## src/rtl/invaders_pkg.sv

```systemverilog
// Shared constants for the Invaders raster block: RST opcodes, bitmap base and default geometry.
package invaders_pkg;

  localparam logic [7:0]  RST1_OPCODE    = 8'hCF;
  localparam logic [7:0]  RST2_OPCODE    = 8'hD7;
  localparam logic [15:0] VRAM_BASE      = 16'h2400;
  localparam int          BYTES_PER_LINE = 32;

  localparam int H_ACTIVE_DEF     = 256;
  localparam int H_TOTAL_DEF      = 320;
  localparam int H_SYNC_START_DEF = 272;
  localparam int H_SYNC_END_DEF   = 296;
  localparam int V_ACTIVE_DEF     = 224;
  localparam int V_TOTAL_DEF      = 262;
  localparam int V_SYNC_START_DEF = 240;
  localparam int V_SYNC_END_DEF   = 243;
  localparam int MID_LINE_DEF     = 96;

  typedef logic [8:0] coord_t;

endpackage

```

## src/rtl/video_shifter.sv

```systemverilog
// 8-bit pixel serialiser: parallel load, shift right, LSB is the current pixel.
module video_shifter (
  input  logic       clk,
  input  logic       rst_n,
  input  logic       ce,
  input  logic       load,
  input  logic [7:0] data_in,
  output logic       bit_out
);

  logic [7:0] sr;

  always_ff @(posedge clk or negedge rst_n) begin
    if (!rst_n) begin
      sr <= '0;
    end else if (ce) begin
      if (load) sr <= data_in;
      else      sr <= {1'b0, sr[7:1]};
    end
  end

  assign bit_out = sr[0];

endmodule

```

## src/rtl/invaders_video.sv

```systemverilog
// Raster counters, bitmap fetch, sync decode and RST 1 / RST 2 interrupt latch for the i8080.
module invaders_video
  import invaders_pkg::*;
#(
  parameter int          H_ACTIVE     = H_ACTIVE_DEF,
  parameter int          H_TOTAL      = H_TOTAL_DEF,
  parameter int          H_SYNC_START = H_SYNC_START_DEF,
  parameter int          H_SYNC_END   = H_SYNC_END_DEF,
  parameter int          V_ACTIVE     = V_ACTIVE_DEF,
  parameter int          V_TOTAL      = V_TOTAL_DEF,
  parameter int          V_SYNC_START = V_SYNC_START_DEF,
  parameter int          V_SYNC_END   = V_SYNC_END_DEF,
  parameter int          MID_LINE     = MID_LINE_DEF,
  parameter logic [15:0] VRAM_BASE    = invaders_pkg::VRAM_BASE
) (
  input  logic        clk,
  input  logic        rst_n,
  input  logic        pix_ce,
  output logic [15:0] vram_addr,
  input  logic [7:0]  vram_data,
  output logic        pixel,
  output logic        de,
  output logic        hsync,
  output logic        vsync,
  output logic [8:0]  hcount,
  output logic [8:0]  vcount,
  output logic        irq,
  output logic [7:0]  irq_vector,
  input  logic        inta
);

  localparam coord_t H_LAST       = 9'(H_TOTAL - 1);
  localparam coord_t H_FETCH_WRAP = 9'(H_TOTAL - 3);
  localparam coord_t V_LAST       = 9'(V_TOTAL - 1);

  function automatic logic [15:0] group_addr(input coord_t line, input logic [5:0] grp);
    return VRAM_BASE + 16'(line) * 16'(BYTES_PER_LINE) + 16'(grp);
  endfunction

  coord_t     h_next, v_next, v_inc;
  logic       next_active, line_end, shift_bit;
  logic       rst1_evt, rst2_evt;
  logic [7:0] load_data;

  always_comb begin
    v_inc  = (vcount == V_LAST) ? '0 : vcount + 9'd1;
    h_next = hcount + 9'd1;
    v_next = vcount;
    if (hcount == H_LAST) begin
      h_next = '0;
      v_next = v_inc;
    end
  end

  assign line_end    = pix_ce && (hcount == H_LAST);
  assign rst1_evt    = line_end && (v_inc == 9'(MID_LINE));
  assign rst2_evt    = line_end && (v_inc == 9'(V_ACTIVE));
  // The shifter is loaded for the group that starts on the next position.
  assign next_active = (h_next < 9'(H_ACTIVE)) && (v_next < 9'(V_ACTIVE));
  assign load_data   = next_active ? vram_data : 8'h00;

  always_ff @(posedge clk or negedge rst_n) begin
    if (!rst_n) begin
      hcount <= '0;
      vcount <= '0;
    end else if (pix_ce) begin
      hcount <= h_next;
      vcount <= v_next;
    end
  end

  // Address goes out two pixel edges before the load so the RAM has a full clk to answer.
  always_ff @(posedge clk or negedge rst_n) begin
    if (!rst_n) begin
      vram_addr <= VRAM_BASE;
    end else if (pix_ce && hcount[2:0] == 3'd5) begin
      if (hcount == H_FETCH_WRAP) vram_addr <= group_addr(v_inc, 6'd0);
      else                        vram_addr <= group_addr(vcount, {1'b0, hcount[7:3]} + 6'd1);
    end
  end

  always_ff @(posedge clk or negedge rst_n) begin
    if (!rst_n) begin
      irq        <= 1'b0;
      irq_vector <= 8'h00;
    end else if (rst1_evt) begin
      irq        <= 1'b1;
      irq_vector <= RST1_OPCODE;
    end else if (rst2_evt) begin
      irq        <= 1'b1;
      irq_vector <= RST2_OPCODE;
    end else if (inta && irq) begin
      irq        <= 1'b0;
    end
  end

  video_shifter u_shifter (
    .clk     (clk),
    .rst_n   (rst_n),
    .ce      (pix_ce),
    .load    (hcount[2:0] == 3'd7),
    .data_in (load_data),
    .bit_out (shift_bit)
  );

  assign de    = (hcount < 9'(H_ACTIVE)) && (vcount < 9'(V_ACTIVE));
  assign hsync = (hcount >= 9'(H_SYNC_START)) && (hcount < 9'(H_SYNC_END));
  assign vsync = (vcount >= 9'(V_SYNC_START)) && (vcount < 9'(V_SYNC_END));
  assign pixel = shift_bit & de;

endmodule

```

## config.mk

```make
export PLATFORM = sky130hd
export DESIGN_NAME = invaders_video
export DESIGN_NICKNAME = d
export VERILOG_FILES = /design/src/rtl/invaders_pkg.sv /design/src/rtl/video_shifter.sv /design/src/rtl/invaders_video.sv
export SDC_FILE = /design/constraint.sdc
export NUM_CORES = 1
export LEC_CHECK = 0
export CORE_MARGIN = 2
export CORE_UTILIZATION = 45
export CTS_CLUSTER_DIAMETER = 60
export DETAILED_ROUTE_END_ITERATION = 7
export PLACE_DENSITY = 0.83
export SLEW_MARGIN = 20
export SYNTH_ARGS = -nofsm -noshare
export SYNTH_HDL_FRONTEND = slang
export SYNTH_HIERARCHICAL = 1
export SYNTH_SLANG_ARGS = --single-unit
```

## constraint.sdc

```tcl
create_clock -name clk -period 2 [get_ports clk]
set_input_delay 0.3 -clock clk [delete_from_list [all_inputs] [get_ports clk]]
set_output_delay 0.3 -clock clk [all_outputs]
set_load 0.03 [all_outputs]
```

Word-level counts from Yosys, hierarchy flattened. Cells that the tools add are included.

$add $sub $neg: 6. Reductions and logical operators: 11. Muxes and demuxes: 11. Eq/ne operators: 7. Order comparisons: 8. Bitwise logic cells: 1.

Operators with widths (count): 2-to-1 mux 8 bit (4); adder 14 x 14 -> 15 bit, first input constant (2); == test 9 bit, second input constant (3); less-than comparator 9 x 8 -> 1 bit, second input constant (3); less-than comparator 9 bit, second input constant (3); 2-to-1 mux 9 bit (3); adder 9 x 1 -> 9 bit, second input constant (2); adder 15 x 6 -> 16 bit (1); 2-to-1 mux 16 bit (1); == test 9 x 7 -> 1 bit, second input constant (1); == test 9 x 8 -> 1 bit, second input constant (1); >= comparator 9 x 8 -> 1 bit, second input constant (1); >= comparator 9 bit, second input constant (1); logical AND 1 bit (9); adder 5 x 1 -> 6 bit, second input constant (1); == test 3 bit, second input constant (2); 2-to-1 mux 1 bit (3); nonzero test 3 bit (1); nonzero test 2 bit (1); AND 1 bit (1).

Word-level logic and storage cells: 50. Flip-flop bits (word level): 51.

Depth between registers and ports, before layout.
Depth after elaboration: 7. Gate-level depth with buffers: 9. Gate-level depth less buffers: 9.

Cells and area by module. Netlist, hierarchy kept.

By module, submodules not included: invaders_video (seq. area each 928.4 sq um, area an instance 2493.6 sq um, cells each 282, times used 1); video_shifter (seq. area each 200.2 sq um, area an instance 375.4 sq um, cells each 35, times used 1).

Worst setup path after synthesis. Ideal clock, no wire load.

Kind: register to output. From: reg vcount[5]. To: out pixel. Stages on the path, launching flop included: 5. Required time: 1.700 ns. Arrival: 2.060 ns. Path slack: -0.360 ns. Cell sequence: dfrtp_1 > clkbuf_1 > and3_1 > nor3_1 > and2_1.

Cells in the longest elaborated chain, start to end: 3.

RTL lines: start, declared (RTL line invaders_video.sv:26) `output logic [8:0] vcount,`; start signal, assigned (RTL line invaders_video.sv:68) `vcount <= v_next;`; less-than comparator 9 x 8 -> 1 bit (RTL line invaders_video.sv:106) `assign de = (hcount < 9'(H_ACTIVE)) && (vcount < 9'(V_ACTIVE));`; logical AND 1 bit (RTL line invaders_video.sv:106); named net de (RTL line invaders_video.sv:22) `output logic de,`; AND 1 bit (RTL line invaders_video.sv:109) `assign pixel = shift_bit & de;`; end, declared (RTL line invaders_video.sv:21) `output logic pixel,`.

The timed path passes the listed nets, and every way through them passes these cells.

Final worst setup path.
From: reg vcount[1]. To: reg u_shifter.sr[1].

Cells in the longest elaborated chain, start to end: 7. Elaborated cells between the ends (all ways): 8. Classes of those cells: 1 x add/sub; 1 x order compare; 1 x eq/ne; 4 x mux; 1 x reduce/logical.

RTL lines: adder 9 x 1 -> 9 bit / == test 9 bit (equally long branches) (RTL line invaders_video.sv:46) `v_inc = (vcount == V_LAST) ? '0 : vcount + 9'd1;`; 2-to-1 mux 9 bit (RTL line invaders_video.sv:46); 2-to-1 mux 9 bit (*) (RTL line invaders_video.sv:49) `if (hcount == H_LAST) begin`; less-than comparator 9 x 8 -> 1 bit (*) (RTL line invaders_video.sv:59) `assign next_active = (h_next < 9'(H_ACTIVE)) && (v_next < 9'(V_ACTIVE));`; logical AND 1 bit (*) (RTL line invaders_video.sv:59); 2-to-1 mux 8 bit (*) (RTL line invaders_video.sv:60) `assign load_data = next_active ? vram_data : 8'h00;`; named net load_data[1] (RTL line invaders_video.sv:43) `logic [7:0] load_data;`; 2-to-1 mux 8 bit (*) (RTL line video_shifter.sv:17) `if (load) sr <= data_in;`; end signal, assigned (RTL line video_shifter.sv:17); end signal, assigned (RTL line video_shifter.sv:18) `else sr <= {1'b0, sr[7:1]};`; end, declared (RTL line video_shifter.sv:11) `logic [7:0] sr;`.

The timed path passes the listed nets; every way through them passes the cells marked *. A chain may end at the register's enable or synchronous reset.

==> summary.md <==
| Metric | Value |
|---|---|
| Net count of the finished layout | `419` |
| Cell count after placement | `about 470` |
| CORE AREA | `around 6200 um2` |
| Slowest CP cell | `sky130_fd_sc_hd__dfrtp_2` |
| Worst min-delay path category | `in -> async` |
| Detail Placement HPWL | `between 5000 and 6000 um` |
| Sw Share | `0.379` |
| Final standard cell utilization of the core | `0.623` |
| Count of endpoints failing setup in the final report | `12` |
| Worst slew margin | `0.489` |
| Pwr Density | `806 nW/um2` |
| Outcome | `finished with violations` |
| Final Max Slew Viols | `0` |
| TritonCTS Buffers | `5` |
| Setup WS pre-CTS | `-0.0543 ns` |
| Cells taking the most area after synthesis | `sky130_fd_sc_hd__dfrtp_1 (38%), sky130_fd_sc_hd__xnor2_1 (5.2%), sky130_fd_sc_hd__o21ai_0 (4.5%)` |
| Static Leak | `approximately 1.7 nW` |
| Post-synth top cells | `sky130_fd_sc_hd__dfrtp_1 (43), sky130_fd_sc_hd__nand2_1 (31), sky130_fd_sc_hd__o21ai_0 (26)` |
| Number of global-route vias before repair | `2722` |
| Tot GR Track Use | `0.231` |
| DIE HEIGHT | `~84 um` |
| Via Count | `between 2000 and 3000` |
| Level count of the clock H-tree | `2` |
| Startpoint Class | `flip-flop` |
| Clock slew at reported path FFs | `0.08 ns` |
| DRC viols | `0` |
| Crit share post-route | `1.05` |
| Slew @ Worst Pin | `0.766 ns` |
| Number of input and output port buffers inserted | `56` |
| Average via count per standard cell | `~5.7` |
| Remaining antenna violation count after routing | `0` |
| Type of destination of the critical path | `flip-flop` |
| Minimum clock period after layout | `roughly 2.1 ns` |
| Worst flop-to-flop path endpoint | `u_shifter/sr[1]` |
| Share of layout cells above drive strength 1 | `0.257` |
| Clock sinks | `45` |
| Unrepaired setup endpoints after global routing | `yes` |
| Number of antenna repair diodes | `0` |
| Maximum operating frequency | `0.474 GHz` |
| Insertion delay to the later sink of the worst-skew pair | `roughly 0.3 ns` |
| Post-Syn Area per Cell | `approximately 9.1 um2` |
| CTS tree | `yes` |
| Multi-input logic area | `1590 um2` |
| Final Hold Fails | `0` |
| Total Routed Length | `approximately 8000 um` |
| First-pass DRT Iterations | `4` |
| Initial antenna violation count | `0` |
| Maximum count of clock buffers along a single path | `2` |
| Root buf cell | `sky130_fd_sc_hd__clkbuf_8` |
| Worst Path Max Fanout | `8` |
| Routed len/inst | `16.5 um` |
| Data required, critical path | `about 2.2 ns` |
| Part of the power in registers | `0.405` |
| Number of synthesized register bits | `between 40 and 50` |
| Total internal power | `around 1.9 mW` |
| Most used standard cell by instance count after synthesis | `sky130_fd_sc_hd__dfrtp_1` |
| Horizontal extent of the die | `about 84 um` |
| Failing checks | `setup timing` |
| First-pass GRT wire length | `13100 um` |
| Gpl congestion | `just over 0.9` |
| Pin count of the biggest net entering global routing | `36` |
| Net switching power figure | `roughly 1.2 mW` |
| R2R Setup Slk | `-0.11 ns` |
| Leading area contributor after synthesis | `sky130_fd_sc_hd__dfrtp_1` |
| Area share of the largest cell type after synthesis | `0.375` |
| MaxCap Viol Count | `0` |
| Synthesis-to-finish area growth | `35.6%` |
| Path type of the worst setup path | `reg -> reg` |
| Comb power frac | `0.396` |
| Sequential fraction of the synthesis area | `0.393` |
| Maximum VDD drop | `between 0.7 and 0.8 mV` |
| Initial core utilization | `0.460` |
| Least setup slack across all paths after layout | `-0.110 ns` |
| Power Total | `approximately 3.1 mW` |
| Gate count after technology mapping | `317` |
| Worst hold slack | `roughly 0.060 ns` |
| Cell-by-cell trace of the critical path | `ha_4, nand4_1, or3_4, a21o_1, a32o_2, and2_1, mux2i_1, a21oi_1` |
| Post-Synthesis Cell Area | `2870 um2` |
| Post-synth ARST share | `1.00` |
| Area of the die | `~7000 um2` |
| WP data arrival | `about 2.3 ns` |
| Std cell rows | `29` |
| Number of cell instances on the worst register-to-register path | `8` |
| Number of unique standard cell types used by synthesis | `56` |
| Reg2Reg Launch Point | `vcount[1]` |
| Filler Cell Count | `roughly 500` |
| Slowest stage delay, CP | `roughly 0.42 ns` |
| Final cell count without fillers | `about 480` |
| Max Clock Skew | `roughly 0.0063 ns` |
| I/O pin cnt | `between 50 and 60` |
| Yosys warns | `6` |
| Number of flops mapped to enable cells by yosys | `0` |
| Number of hold-repair buffers added at the cts stage | `0` |
| Primary FF master, synth | `sky130_fd_sc_hd__dfrtp_1` |
| Clock share of power | `0.198` |
| First DRT Iteration DRCs | `205` |
| Register area | `approximately 1100 um2` |
| Final global-route overflow total | `0` |
## kinds of logic after synthesis
logic type,Yosys count,share of synthesized area
fa+ha+maj,7,0.0305
compound gates,75,0.167
flops,45,0.393
mux,13,0.0475
simple gates,113,0.218
buf+inv,44,0.0842
xor+xnor,19,0.0580
other cells,1,0.00131
## placed cells by master, fill, tap and decap left out, drive strengths merged, types with 10 or more instances in the layout
| master | n |
|---|---|
| a21oi | 19 |
| and2 | 11 |
| buf | 53 |
| clkdlybuf4s50 | 50 |
| dfrtp | 43 |
| inv | 15 |
| mux2i | 11 |
| nand2 | 32 |
| nand3 | 12 |
| nor2 | 20 |
| nor3 | 10 |
| o21ai | 28 |
| xnor2 | 17 |
## power groups by stage
stage	Combinational (mW)	Sequential, mW	Clock, mW
floorplan	0.488	1.52	0
global placement	1.19	1.27	0
detailed placement	1.22	1.28	0
CTS	1.24	1.26	0.626
global route	1.33	1.30	0.661
finish	1.24	1.27	0.621
## through the flow
| stage | TNS (ns) | area, um2 |
|---|---|---|
| floorplan | -0.123 | 2920 |
| global placement | -0.278 | 3710 |
| detailed placement | -0.305 | 3710 |
| CTS | -0.381 | 3850 |
| global route | -2.08 | 3890 |
| finish | -0.740 | 3890 |
## how the worst max path moves through the flow
stage / endpoint / slack (ns) / start / depth (start not counted)
after global placement: u_shifter/sr[2] / -0.05 / vcount[6] / 8
final: u_shifter/sr[1] / -0.11 / vcount[1] / 8
after detailed placement: u_shifter/sr[1] / -0.05 / vcount[6] / 8
after CTS: u_shifter/sr[1] / -0.06 / vcount[1] / 8
after floorplan: pixel / -0.07 / vcount[5] / 4
after global routing: u_shifter/sr[5] / -0.23 / vcount[0] / 8
## worst max-delay path: cells and delay by family (launching register included)
family | cells | cell delay (ns)
and+or+nand+nor | 3 | 0.70
muxes | 1 | 0.13
adders and majority gates | 1 | 0.17
DFF | 1 | 0.42
AOI/OAI and AO/OA | 3 | 0.57
## registers in the layout, indices dropped and copies added (netlist names)
register	count
irq	1
vram_addr	15
irq_vector	3
hcount	9
u_shifter/sr	8
vcount	9
## cell type report
type | count | area share
multi-input combinational | 229 | 0.408
sequential | 45 | 0.293
timing repair buffer | 104 | 0.233
clock buffer | 7 | 0.0248
tap | 77 | 0.0248
inverter | 15 | 0.0145
clock inverter | 1 | 0.00129
## timing repair
item / CTS / global route
cloned: 0 / 0
pin swaps: 5 / 7
setup endpoints to repair: 15 / 20
resized for setup: 6 / 12
setup buffers: 3 / 1
## routing by layer
| metal | GRT usage | vias up | wire length, um |
|---|---|---|---|
| met5 | 0 | - | 0 |
| met4 | 0.0880 | 0 | 187 |
| met3 | 0.0504 | 14 | 634 |
| met2 | 0.378 | 122 | 3770 |
| met1 | 0.299 | 1325 | 3270 |
| li1 | - | 1274 | - |
(Power assumes the default switching activity.)
